## src/rtl/oc8051_xrom_resp_if.sv

```systemverilog
// rtl/oc8051_xrom_resp_if.sv - fetch and code-memory bus bundle for oc8051_xrom_resp
//
// Purpose: groups the core fetch handshake and the byte-wide code-memory
// port of the external-ROM responder.
// Modports:
//   slave  - the responder (oc8051_xrom_resp)
//   master - the core side plus code memory (drives requests and read data)
// Signals:
//   istb_i     fetch request, level, held until iack_o
//   iadr_i     16-bit code address of op1
//   iack_o     one-cycle fetch-complete pulse
//   op1_o..3_o fetched bytes at adr, adr+1, adr+2
//   err_o      high with iack_o when a byte of the fetch timed out
//   mem_rd_o   memory read request
//   mem_adr_o  memory byte address
//   mem_dat_i  memory read data, valid with mem_rdy_i
//   mem_rdy_i  memory ready
interface oc8051_xrom_resp_if;
  logic        istb_i;
  logic [15:0] iadr_i;
  logic        iack_o;
  logic [7:0]  op1_o;
  logic [7:0]  op2_o;
  logic [7:0]  op3_o;
  logic        err_o;
  logic        mem_rd_o;
  logic [15:0] mem_adr_o;
  logic [7:0]  mem_dat_i;
  logic        mem_rdy_i;

  modport slave (
    input  istb_i, iadr_i, mem_dat_i, mem_rdy_i,
    output iack_o, op1_o, op2_o, op3_o, err_o, mem_rd_o, mem_adr_o
  );

  modport master (
    output istb_i, iadr_i, mem_dat_i, mem_rdy_i,
    input  iack_o, op1_o, op2_o, op3_o, err_o, mem_rd_o, mem_adr_o
  );
endinterface

```

## src/rtl/oc8051_xrom_resp.sv

```systemverilog
// rtl/oc8051_xrom_resp.sv - 8051 external program-memory fetch responder
//
// Purpose: accepts an instruction fetch from the core, reads three
// consecutive bytes from byte-wide code memory and returns them as
// op1/op2/op3 with a one-cycle acknowledge. A byte that is not delivered
// within TIMEOUT wait cycles is replaced by 8'h00 (NOP) and flagged on err_o.
// Ports:
//   clk      system clock, rising edge
//   rst      asynchronous active-high reset
//   io_xrom  oc8051_xrom_resp_if.slave (fetch handshake + memory port)
// Parameters:
//   TIMEOUT  wait cycles per byte before substitution (1..255)
// Optional feature macro: OC8051_XROM_HIT_EN
//   When defined, a one-entry buffer remembers the base address of the last
//   error-free fetch; a repeat request to it acknowledges without memory reads.
module oc8051_xrom_resp #(
  parameter int unsigned TIMEOUT = 15
) (
  input  logic                   clk,
  input  logic                   rst,
  oc8051_xrom_resp_if.slave      io_xrom
);

  localparam logic [7:0] TMO = 8'(TIMEOUT);

  typedef enum logic [2:0] {S_IDLE, S_RD1, S_RD2, S_RD3, S_ACK} state_t;

  state_t      r_state;
  state_t      w_next;
  logic [15:0] r_base;
  logic [7:0]  r_cnt;
  logic        r_err;
  logic [7:0]  r_op1;
  logic [7:0]  r_op2;
  logic [7:0]  r_op3;
  logic        w_rd;
  logic        w_abort;
  logic        w_xfer;
  logic        w_tmo;
  logic        w_hit;
  logic        w_accept;
  logic [15:0] w_adr;
  logic [7:0]  w_byte;

  assign w_rd     = (r_state == S_RD1) || (r_state == S_RD2) || (r_state == S_RD3);
  // Abort wins over both transfer and timeout in the same cycle.
  assign w_abort  = w_rd && !io_xrom.istb_i;
  assign w_xfer   = w_rd && io_xrom.istb_i && io_xrom.mem_rdy_i;
  assign w_tmo    = w_rd && io_xrom.istb_i && !io_xrom.mem_rdy_i && (r_cnt == TMO);
  assign w_accept = (r_state == S_IDLE) && io_xrom.istb_i;
  // Timed-out bytes become NOP.
  assign w_byte   = w_xfer ? io_xrom.mem_dat_i : 8'h00;

`ifdef OC8051_XROM_HIT_EN
  logic r_hit_vld;

  assign w_hit = r_hit_vld && (io_xrom.iadr_i == r_base);

  always_ff @(posedge clk or posedge rst) begin
    if (rst) begin
      r_hit_vld <= 1'b0;
    end else if (w_accept && !w_hit) begin
      // r_base is about to be overwritten; the entry only becomes valid
      // again once this new fetch completes cleanly.
      r_hit_vld <= 1'b0;
    end else if (w_abort || w_tmo) begin
      r_hit_vld <= 1'b0;
    end else if ((r_state == S_ACK) && !r_err) begin
      r_hit_vld <= 1'b1;
    end
  end
`else
  assign w_hit = 1'b0;
`endif

  always_comb begin
    w_next = r_state;
    w_adr  = 16'h0000;
    case (r_state)
      S_IDLE: begin
        if (io_xrom.istb_i) w_next = w_hit ? S_ACK : S_RD1;
      end
      S_RD1: begin
        w_adr = r_base;
        if (w_abort)              w_next = S_IDLE;
        else if (w_xfer || w_tmo) w_next = S_RD2;
      end
      S_RD2: begin
        w_adr = r_base + 16'd1;
        if (w_abort)              w_next = S_IDLE;
        else if (w_xfer || w_tmo) w_next = S_RD3;
      end
      S_RD3: begin
        w_adr = r_base + 16'd2;
        if (w_abort)              w_next = S_IDLE;
        else if (w_xfer || w_tmo) w_next = S_ACK;
      end
      S_ACK:   w_next = S_IDLE;
      default: w_next = S_IDLE;
    endcase
  end

  always_ff @(posedge clk or posedge rst) begin
    if (rst) begin
      r_state <= S_IDLE;
      r_base  <= 16'h0000;
      r_cnt   <= 8'h00;
      r_err   <= 1'b0;
      r_op1   <= 8'h00;
      r_op2   <= 8'h00;
      r_op3   <= 8'h00;
    end else begin
      r_state <= w_next;

      if (w_accept) begin
        r_base <= io_xrom.iadr_i;
        r_err  <= 1'b0;
      end else if (w_tmo) begin
        r_err  <= 1'b1;
      end

      if (w_xfer || w_tmo || w_abort) r_cnt <= 8'h00;
      else if (w_rd)                  r_cnt <= r_cnt + 8'd1;

      if (w_xfer || w_tmo) begin
        case (r_state)
          S_RD1:   r_op1 <= w_byte;
          S_RD2:   r_op2 <= w_byte;
          S_RD3:   r_op3 <= w_byte;
          default: ;
        endcase
      end
    end
  end

  assign io_xrom.iack_o    = (r_state == S_ACK);
  assign io_xrom.err_o     = (r_state == S_ACK) && r_err;
  assign io_xrom.mem_rd_o  = w_rd;
  assign io_xrom.mem_adr_o = w_adr;
  assign io_xrom.op1_o     = r_op1;
  assign io_xrom.op2_o     = r_op2;
  assign io_xrom.op3_o     = r_op3;

endmodule

```

## src/flat_wrapper.sv

```systemverilog
// flat-port wrapper written by rule: the top's interface ports become plain ports
module oc8051_xrom_resp_flat 
#(
  parameter int unsigned TIMEOUT = 15
)
  (clk, rst, io_xrom_istb_i, io_xrom_iadr_i, io_xrom_mem_dat_i, io_xrom_mem_rdy_i, io_xrom_iack_o, io_xrom_op1_o, io_xrom_op2_o, io_xrom_op3_o, io_xrom_err_o, io_xrom_mem_rd_o, io_xrom_mem_adr_o);
  oc8051_xrom_resp_if io_xrom_i ();
  input  logic clk;
  input  logic rst;
  input wire logic [$bits(io_xrom_i.istb_i)-1:0] io_xrom_istb_i;
  input wire logic [$bits(io_xrom_i.iadr_i)-1:0] io_xrom_iadr_i;
  input wire logic [$bits(io_xrom_i.mem_dat_i)-1:0] io_xrom_mem_dat_i;
  input wire logic [$bits(io_xrom_i.mem_rdy_i)-1:0] io_xrom_mem_rdy_i;
  output wire logic [$bits(io_xrom_i.iack_o)-1:0] io_xrom_iack_o;
  output wire logic [$bits(io_xrom_i.op1_o)-1:0] io_xrom_op1_o;
  output wire logic [$bits(io_xrom_i.op2_o)-1:0] io_xrom_op2_o;
  output wire logic [$bits(io_xrom_i.op3_o)-1:0] io_xrom_op3_o;
  output wire logic [$bits(io_xrom_i.err_o)-1:0] io_xrom_err_o;
  output wire logic [$bits(io_xrom_i.mem_rd_o)-1:0] io_xrom_mem_rd_o;
  output wire logic [$bits(io_xrom_i.mem_adr_o)-1:0] io_xrom_mem_adr_o;
  assign io_xrom_i.istb_i = io_xrom_istb_i;
  assign io_xrom_i.iadr_i = io_xrom_iadr_i;
  assign io_xrom_i.mem_dat_i = io_xrom_mem_dat_i;
  assign io_xrom_i.mem_rdy_i = io_xrom_mem_rdy_i;
  assign io_xrom_iack_o = io_xrom_i.iack_o;
  assign io_xrom_op1_o = io_xrom_i.op1_o;
  assign io_xrom_op2_o = io_xrom_i.op2_o;
  assign io_xrom_op3_o = io_xrom_i.op3_o;
  assign io_xrom_err_o = io_xrom_i.err_o;
  assign io_xrom_mem_rd_o = io_xrom_i.mem_rd_o;
  assign io_xrom_mem_adr_o = io_xrom_i.mem_adr_o;
  oc8051_xrom_resp #(.TIMEOUT(TIMEOUT)) u_core (.clk(clk), .rst(rst), .io_xrom(io_xrom_i));
endmodule
```

## config.mk

```make
export PLATFORM = sky130hd
export DESIGN_NAME = oc8051_xrom_resp_flat
export DESIGN_NICKNAME = d
export VERILOG_FILES = /design/src/rtl/oc8051_xrom_resp_if.sv /design/src/rtl/oc8051_xrom_resp.sv /design/src/flat_wrapper.sv
export SDC_FILE = /design/constraint.sdc
export NUM_CORES = 1
export LEC_CHECK = 0
export BUFFER_PORTS_ARGS = -buffer_cell sky130_fd_sc_hd__buf_4
export CORE_ASPECT_RATIO = 0.6
export CORE_MARGIN = 2
export CORE_UTILIZATION = 57
export CTS_CLUSTER_DIAMETER = 40
export CTS_CLUSTER_SIZE = 14
export DETAILED_ROUTE_END_ITERATION = 16
export PLACE_DENSITY = 0.85
export SYNTH_ARGS = -nofsm -noshare
export SYNTH_HDL_FRONTEND = slang
export SYNTH_SLANG_ARGS = --single-unit
```

## constraint.sdc

```tcl
create_clock -name clk -period 4.58 [get_ports clk]
set_input_delay 0.687 -clock clk [delete_from_list [all_inputs] [get_ports clk]]
set_output_delay 0.687 -clock clk [all_outputs]
set_load 0.01 [all_outputs]
```

==> flow_summary.toml, run 1 <==
[status]
outcome = "finished clean"

[floorplan]
ioPinCount = 71
die_w_um = 93.3
die_y_um = 57.6
rows = 19
fp.dieArea_um2 = 5370
coreArea_um2 = 4590
initial_core_util_pct = 59.4

[setup_path]
worstPathRequired_ns = 3.89
rr_worst_depth = 4
critPathKind = "flop to output pin"
critPathMaxStageDelay_ns = 0.73
cp_slowest_cell = "dfrtp_1"
worstPathCellList = "or3b_1 -> o22ai_1 -> nand4_1 -> o21ai_0 -> buf_4"
ff2ff_setup_slack_ns = 2.43
crit_arrival_ns = 2.37
start_kind = "flop"
worst_setup_path_end_kind = "output pin"
worstPathMaxFanout = 16

[timing]
relSlewSlack_pct = 28.4
final.setup.tns_ns = 0
slew_viol_final = 0
period_share_pct = 66.6
setup_violations = 0
period_minus_slack_ns = 3.05
rsz0062_at_grt = "false"
fmax_ghz = 0.328
fin_worst_skew_ns = 0.00570
final_hold_viol_count = 0
tightest_slew_ns = 1.07

[global_routing]
grt_start_max_net_pins = 53
grt_first_pass_wirelength_um = 11100
grt_pass1_vias = 2186
grt_overflow = 0
grt_antenna_before_repair = 0
grt_usage_pct = 26.4

[finish]
n_fill_cell = 319
utilization_pct = 74.3
final_nets = 357
num_antenna_cells = 0
layout_common_cells = "buf_4, dfrtp_1, nor2_1"
drive_above_1_share_pct = 32.5
final_common_cell = "buf_4"
area_growth_pct = 25.1

[cts]
cts_made_buffers = 5
clockRootBuffer = "clkbuf_8"
cts_sinks = 52
clk_pin_slew_ns = 0.09
clockBufferDepth = 2
cts_tree = "yes"
cts_hold_buffers = 0
cts_resized = 0
post-cts-setup-buffers = 0
clock_latency_ns = 0.30
h-tree-depth = 2

[synthesis]
synth_top_area_cell = "dfrtp_1"
async_reset_ff_share_pct = 100
syn_inst = 262
synthTopCellsByArea = "dfrtp_1, a22o_1, mux2_2, nor2_1, nand2_1"
syn_nets = 293
synth-seq-cells = 52
synth_top_area_share_pct = 47.7
synthesis.area_um2 = 2730
synth_edf_count = 0
yosys_warnings = 0
synth-main-ff-cell = "dfrtp_1"
syn_area_per_cell_um2 = 10.4
synth_cell_type_count = 46
seq_area_frac_synth_pct = 47.7

[job]
max_cap_violations = 0

[detailed_routing]
finalWirelength_um = 6830
dr.first_iter.drc_count = 260
vias = 2366
first_pass_iters = 4
ant_nets = 0
dr_wl_met2_um = 3000
wire_per_inst_um = 17.6
top_layer_used = "met4"
vias_per_cell = 6.08
wl_met3_um = 567
drc = 0
wl_met1_um = 3250

[placed_design]
gp_congestion = 0.923
numPortBuffers = 70
dp_hpwl_um = 4880

[power_and_ir_drop]
power_density_nw_per_um2 = 427
power_frac_comb_pct = 30.2
ir_worst_vdd_uv = 250
power_frac_seq_pct = 44.7
power.leakage_nw = 1.56
swShare_pct = 31.1
p_clk_share_pct = 25.1
p_int_w = 0.00100
power.switching_w = 0.000453

[hold_path]
hold_path_depth = 2
hp-class = "flop to flop"
-- metal layers --
metal / GRT usage (%) / up-vias
li1: - / 1098
met1: 41.3 / 1164
met2: 37.8 / 102
met3: 6.34 / 2
met4: 4.62 / 0
met5: 0 / -
-- path summary, 6_finish.rpt --
path	startpoint	endpoint
worst max register to register	u_core.r_state[2]	u_core.io_xrom.op3_o[0]
worst min-delay path	u_core.r_err	u_core.r_err
min in group asynchronous	rst	u_core.r_cnt[3]
worst min register to register	u_core.r_err	u_core.r_err
max in group asynchronous	rst	u_core.io_xrom.op1_o[2]
worst max-delay path	u_core.r_state[1]	io_xrom_mem_adr_o[10]
-- area by class of cell --
class	instances	area (um2)	area share (%)
inverters	5	18.8	0.550
multi-input cells	190	1340	39.3
clock buffers	5	68.8	2.02
flip-flops and latches	52	1300	38.2
clock inverters	2	60.1	1.76
repair buffers	72	541	15.9
well taps	63	78.8	2.31
-- stage by stage --
stage | hold WS [ns] | setup slack [ns] | std cells | power, W | instance area, um2
finish | 0.500 | 1.53 | 389 | 0.00146 | 3410
CTS | 0.501 | 1.57 | 389 | 0.00146 | 3410
global placement | 0.473 | 2.01 | 382 | 0.00108 | 3280
detailed placement | 0.481 | 1.92 | 382 | 0.00110 | 3280
floorplan | 0.458 | 2.18 | 262 | 0.000882 | 2730
global route | 0.522 | 1.39 | 389 | 0.00153 | 3410
-- sequential cells by signal, summed over array words and instances, names as in the netlist --
signal and flops:
u_core.io_xrom.op2_o 8, u_core.r_cnt 8, u_core.r_err 1, u_core.io_xrom.op3_o 8, u_core.r_base 16, u_core.io_xrom.op1_o 8, u_core.r_state 3
-- critical path: cells and delay by family, from the launching register on --
kind / cells / cell delay (ns)
DFF: 1 / 0.73
and+or+nand+nor: 2 / 0.63
AOI/OAI and AO/OA: 2 / 0.52
buffers and inverters: 1 / 0.18
-- cell families after synthesis --
group           share of synthesized area (%)
xor+xnor                                 3.21
compound gates                           18.8
simple gates                             18.1
fa+ha+maj                                1.38
flops                                    47.7
buf+inv                                  3.07
mux                                      7.76
-- power by group through the flow --
stage          logic [W]  registers, W  clock network [W]
2_1_floorplan   0.000240      0.000642                  0
3_3_place_gp    0.000428      0.000650                  0
3_5_place_dp    0.000440      0.000656                  0
4_1_cts         0.000443      0.000648           0.000365
5_1_grt         0.000476      0.000665           0.000387
6_report        0.000440      0.000651           0.000366
-- Yosys cell counts, drive strengths merged (4+ instances only) --
library cell   n
nand2         18
and3           5
a22o          24
a21oi          6
mux2          17
clkbuf         9
dfrtp         52
nor2          26
nand4          8
nand3          9
nor3           5
inv            5
nor4           4
a31oi          5
o21ai         12
nand2b         6
buf            6
xnor2          7
No activity file was read; power rests on OpenSTA's default activity.
==> inputs of run 2 (changes only) <==
--- a/config.mk
+++ b/config.mk
@@ -5,14 +5,15 @@
 export SDC_FILE = /design/constraint.sdc
 export NUM_CORES = 1
 export LEC_CHECK = 0
+export ABC_AREA = 1
 export BUFFER_PORTS_ARGS = -buffer_cell sky130_fd_sc_hd__buf_4
 export CORE_ASPECT_RATIO = 0.6
 export CORE_MARGIN = 2
-export CORE_UTILIZATION = 57
+export CORE_UTILIZATION = 54
 export CTS_CLUSTER_DIAMETER = 40
 export CTS_CLUSTER_SIZE = 14
 export DETAILED_ROUTE_END_ITERATION = 16
-export PLACE_DENSITY = 0.85
+export PLACE_DENSITY = 0.8
 export SYNTH_ARGS = -nofsm -noshare
 export SYNTH_HDL_FRONTEND = slang
 export SYNTH_SLANG_ARGS = --single-unit
==> constraint.sdc (replaced) <==
create_clock -name clk -period 3.07 [get_ports clk]
set_input_delay 0.4605 -clock clk [delete_from_list [all_inputs] [get_ports clk]]
set_output_delay 0.4605 -clock clk [all_outputs]
set_load 0.01 [all_outputs]
==> flow_summary.toml, run 2 <==
[status]
outcome = "finished clean"

[floorplan]
ioPinCount = 71
die_w_um = 99.7
fp.dieArea_um2 = 6120
initial_core_util_pct = 57.3
die_y_um = 61.4
rows = 20
coreArea_um2 = 5180

[finish]
final_common_cell = "nand2_1"
regMostFlops = "u_core.r_base"
design_area_um2 = 3680
area_growth_pct = 24.1
drive_above_1_share_pct = 24.0
largest_reg_flops = 16
final_nets = 493
layout_common_cells = "nand2_1, buf_4, dfrtp_1"
num_antenna_cells = 0

[synthesis]
yosys_warnings = 0
synth-xor-area-share_pct = 1.18
synthTopCellsByArea = "dfrtp_1, nand2_1, o21ai_1, nand3_1, o21ai_0"
syn_nets = 422
seq_area_frac_synth_pct = 43.9
synthMuxAreaShare_pct = 0.759
synth_top_area_share_pct = 43.9
async_reset_ff_share_pct = 100
syn_inst = 391
synth-main-ff-cell = "dfrtp_1"
synthesis.area_um2 = 2970
synth_common_cells = "nand2_1, dfrtp_1, inv_1"
synthAdderAreaFrac_pct = 1.27
synth_top_family_by_area = "simple AND/OR/NAND/NOR gates"
synth_edf_count = 0
syn_area_per_cell_um2 = 7.59
synth_top_area_cell = "dfrtp_1"
synth-seq-cells = 52
synth-simple-area-share_pct = 29.1
synth_compound_gate_area_share_pct = 16.3
yosysMostFrequentCell = "nand2_1"
synth_cell_type_count = 34

[power_and_ir_drop]
swShare_pct = 43.8
power_density_nw_per_um2 = 950
power_frac_comb_pct = 48.7
p_int_w = 0.00197
power.switching_w = 0.00153
ir_worst_vdd_uv = 414
finalPower_w = 0.00350
p_clk_share_pct = 16.2
power.leakage_nw = 1.79
power_frac_seq_pct = 35.0

[detailed_routing]
wire_per_inst_um = 15.3
dr.first_iter.drc_count = 268
ant_nets = 0
vias_per_cell = 5.70
finalWirelength_um = 8070
drc = 0
first_pass_iters = 6
vias = 3014

[setup_path]
reg2reg_to = "u_core.r_state[1]"
crit_top_cell = "buf_4"
worst_setup_path_end_kind = "output pin"
start_kind = "flop"
setup.worst_path.end = "io_xrom_mem_adr_o[11]"
r2r_start = "u_core.r_state[1]"
cp_slowest_cell = "dfrtp_1"
crit_arrival_ns = 2.12
critPathMaxStageDelay_ns = 0.64
worstPathMaxFanout = 13
worstPathCellList = "nand3_2 -> buf_4 -> o21ai_1 -> a21oi_1 -> nor2_1 -> buf_4"
crit_cells = 6
critPathKind = "flop to output pin"
worstPathRequired_ns = 2.61
cp_top_family = "flip-flops"
rr_worst_depth = 7
crit_buf_inv = 2
ff2ff_setup_slack_ns = 1.10
cp-startpoint = "u_core.r_state[1]"

[timing]
relSlewSlack_pct = 58.8
tightest_slew_ns = 0.618
final_hold_viol_count = 0
fin_worst_skew_ns = 0.00813
fmax_ghz = 0.388
final.setup.tns_ns = 0
period_share_pct = 83.9
slew_viol_final = 0
period_minus_slack_ns = 2.58
whs_ns = 0.0862
rsz0062_at_grt = "false"
setup_violations = 0
worst_slack_ns = 0.493

[placed_design]
pre_cts_slack_ns = 0.923
gp_congestion = 0.949
dp_hpwl_um = 6020
placedInstanceArea_um2 = 3540
numPortBuffers = 70

[cts]
clk_pin_slew_ns = 0.10
clockBufferDepth = 2
post-cts-setup-buffers = 0
cts_sinks = 52
cts_made_buffers = 5
cts_tree = "yes"
clockRootBuffer = "clkbuf_8"
clock_latency_ns = 0.31
h-tree-depth = 2
cts_hold_buffers = 0
cts_resized = 0

[global_routing]
grt_usage_pct = 27.4
grt_start_max_net_pins = 39
grt_overflow = 0
grt_first_pass_wirelength_um = 13000
grt_antenna_before_repair = 0
grt_pass1_vias = 2653

[hold_path]
hp-class = "input pin to asynchronous set/reset pin"

[job]
max_cap_violations = 0
run 2: kinds of logic after synthesis:
kind of cell    count (synthesis)
fa+ha+maj                       3
simple gates                  186
flops                          52
buf+inv                        55
mux                             2
compound gates                 89
xor+xnor                        4
run 2: through the flow:
step	instances	utilization, %
final	529	71.1
after global routing	529	71.1
after CTS	529	71.1
after detailed placement	521	68.4
after global placement	521	68.4
after floorplan	391	-
run 2: how the worst min path moves through the flow:
stage                            start                       to  slack [ns]  cells after the start
after floorplan           u_core.r_err             u_core.r_err        0.50                      2
after global placement             rst  u_core.io_xrom.op2_o[3]        0.44                      2
after detailed placement           rst  u_core.io_xrom.op1_o[6]        0.44                      2
after CTS                          rst          u_core.r_cnt[2]         0.1                      2
after global routing               rst  u_core.io_xrom.op1_o[3]        0.11                      2
final                              rst  u_core.io_xrom.op1_o[3]        0.09                      2
run 2: area by class of cell:
| cell class | count | area (um2) |
|---|---|---|
| Fill cell | 427 | 1500 |
| Multi-Input combinational cell | 284 | 1440 |
| Sequential cell | 52 | 1300 |
| Timing Repair Buffer | 73 | 548 |
| Inverter | 46 | 173 |
| Tap cell | 66 | 82.6 |
| Clock buffer | 5 | 68.8 |
| Clock inverter | 3 | 68.8 |
run 2: metal layers:
layer  routed length, um  share of wire [%]  up-vias  track usage (%)
met5                   0                  0        -                0
li1                    -                  -     1438                -
met3                 811                 10        9             6.47
met4                  70               0.87        0             6.07
met2                3480                 43      157             41.5
met1                3710                 46     1410             40.6
run 2: power groups by stage:
stage	Combinational, W	Clock (W)	Sequential (W)
2_1_floorplan	0.000984	0	0.00121
3_3_place_gp	0.00165	0	0.00121
3_5_place_dp	0.00168	0	0.00122
4_1_cts	0.00170	0.000575	0.00121
5_1_grt	0.00188	0.000601	0.00126
6_report	0.00171	0.000568	0.00123
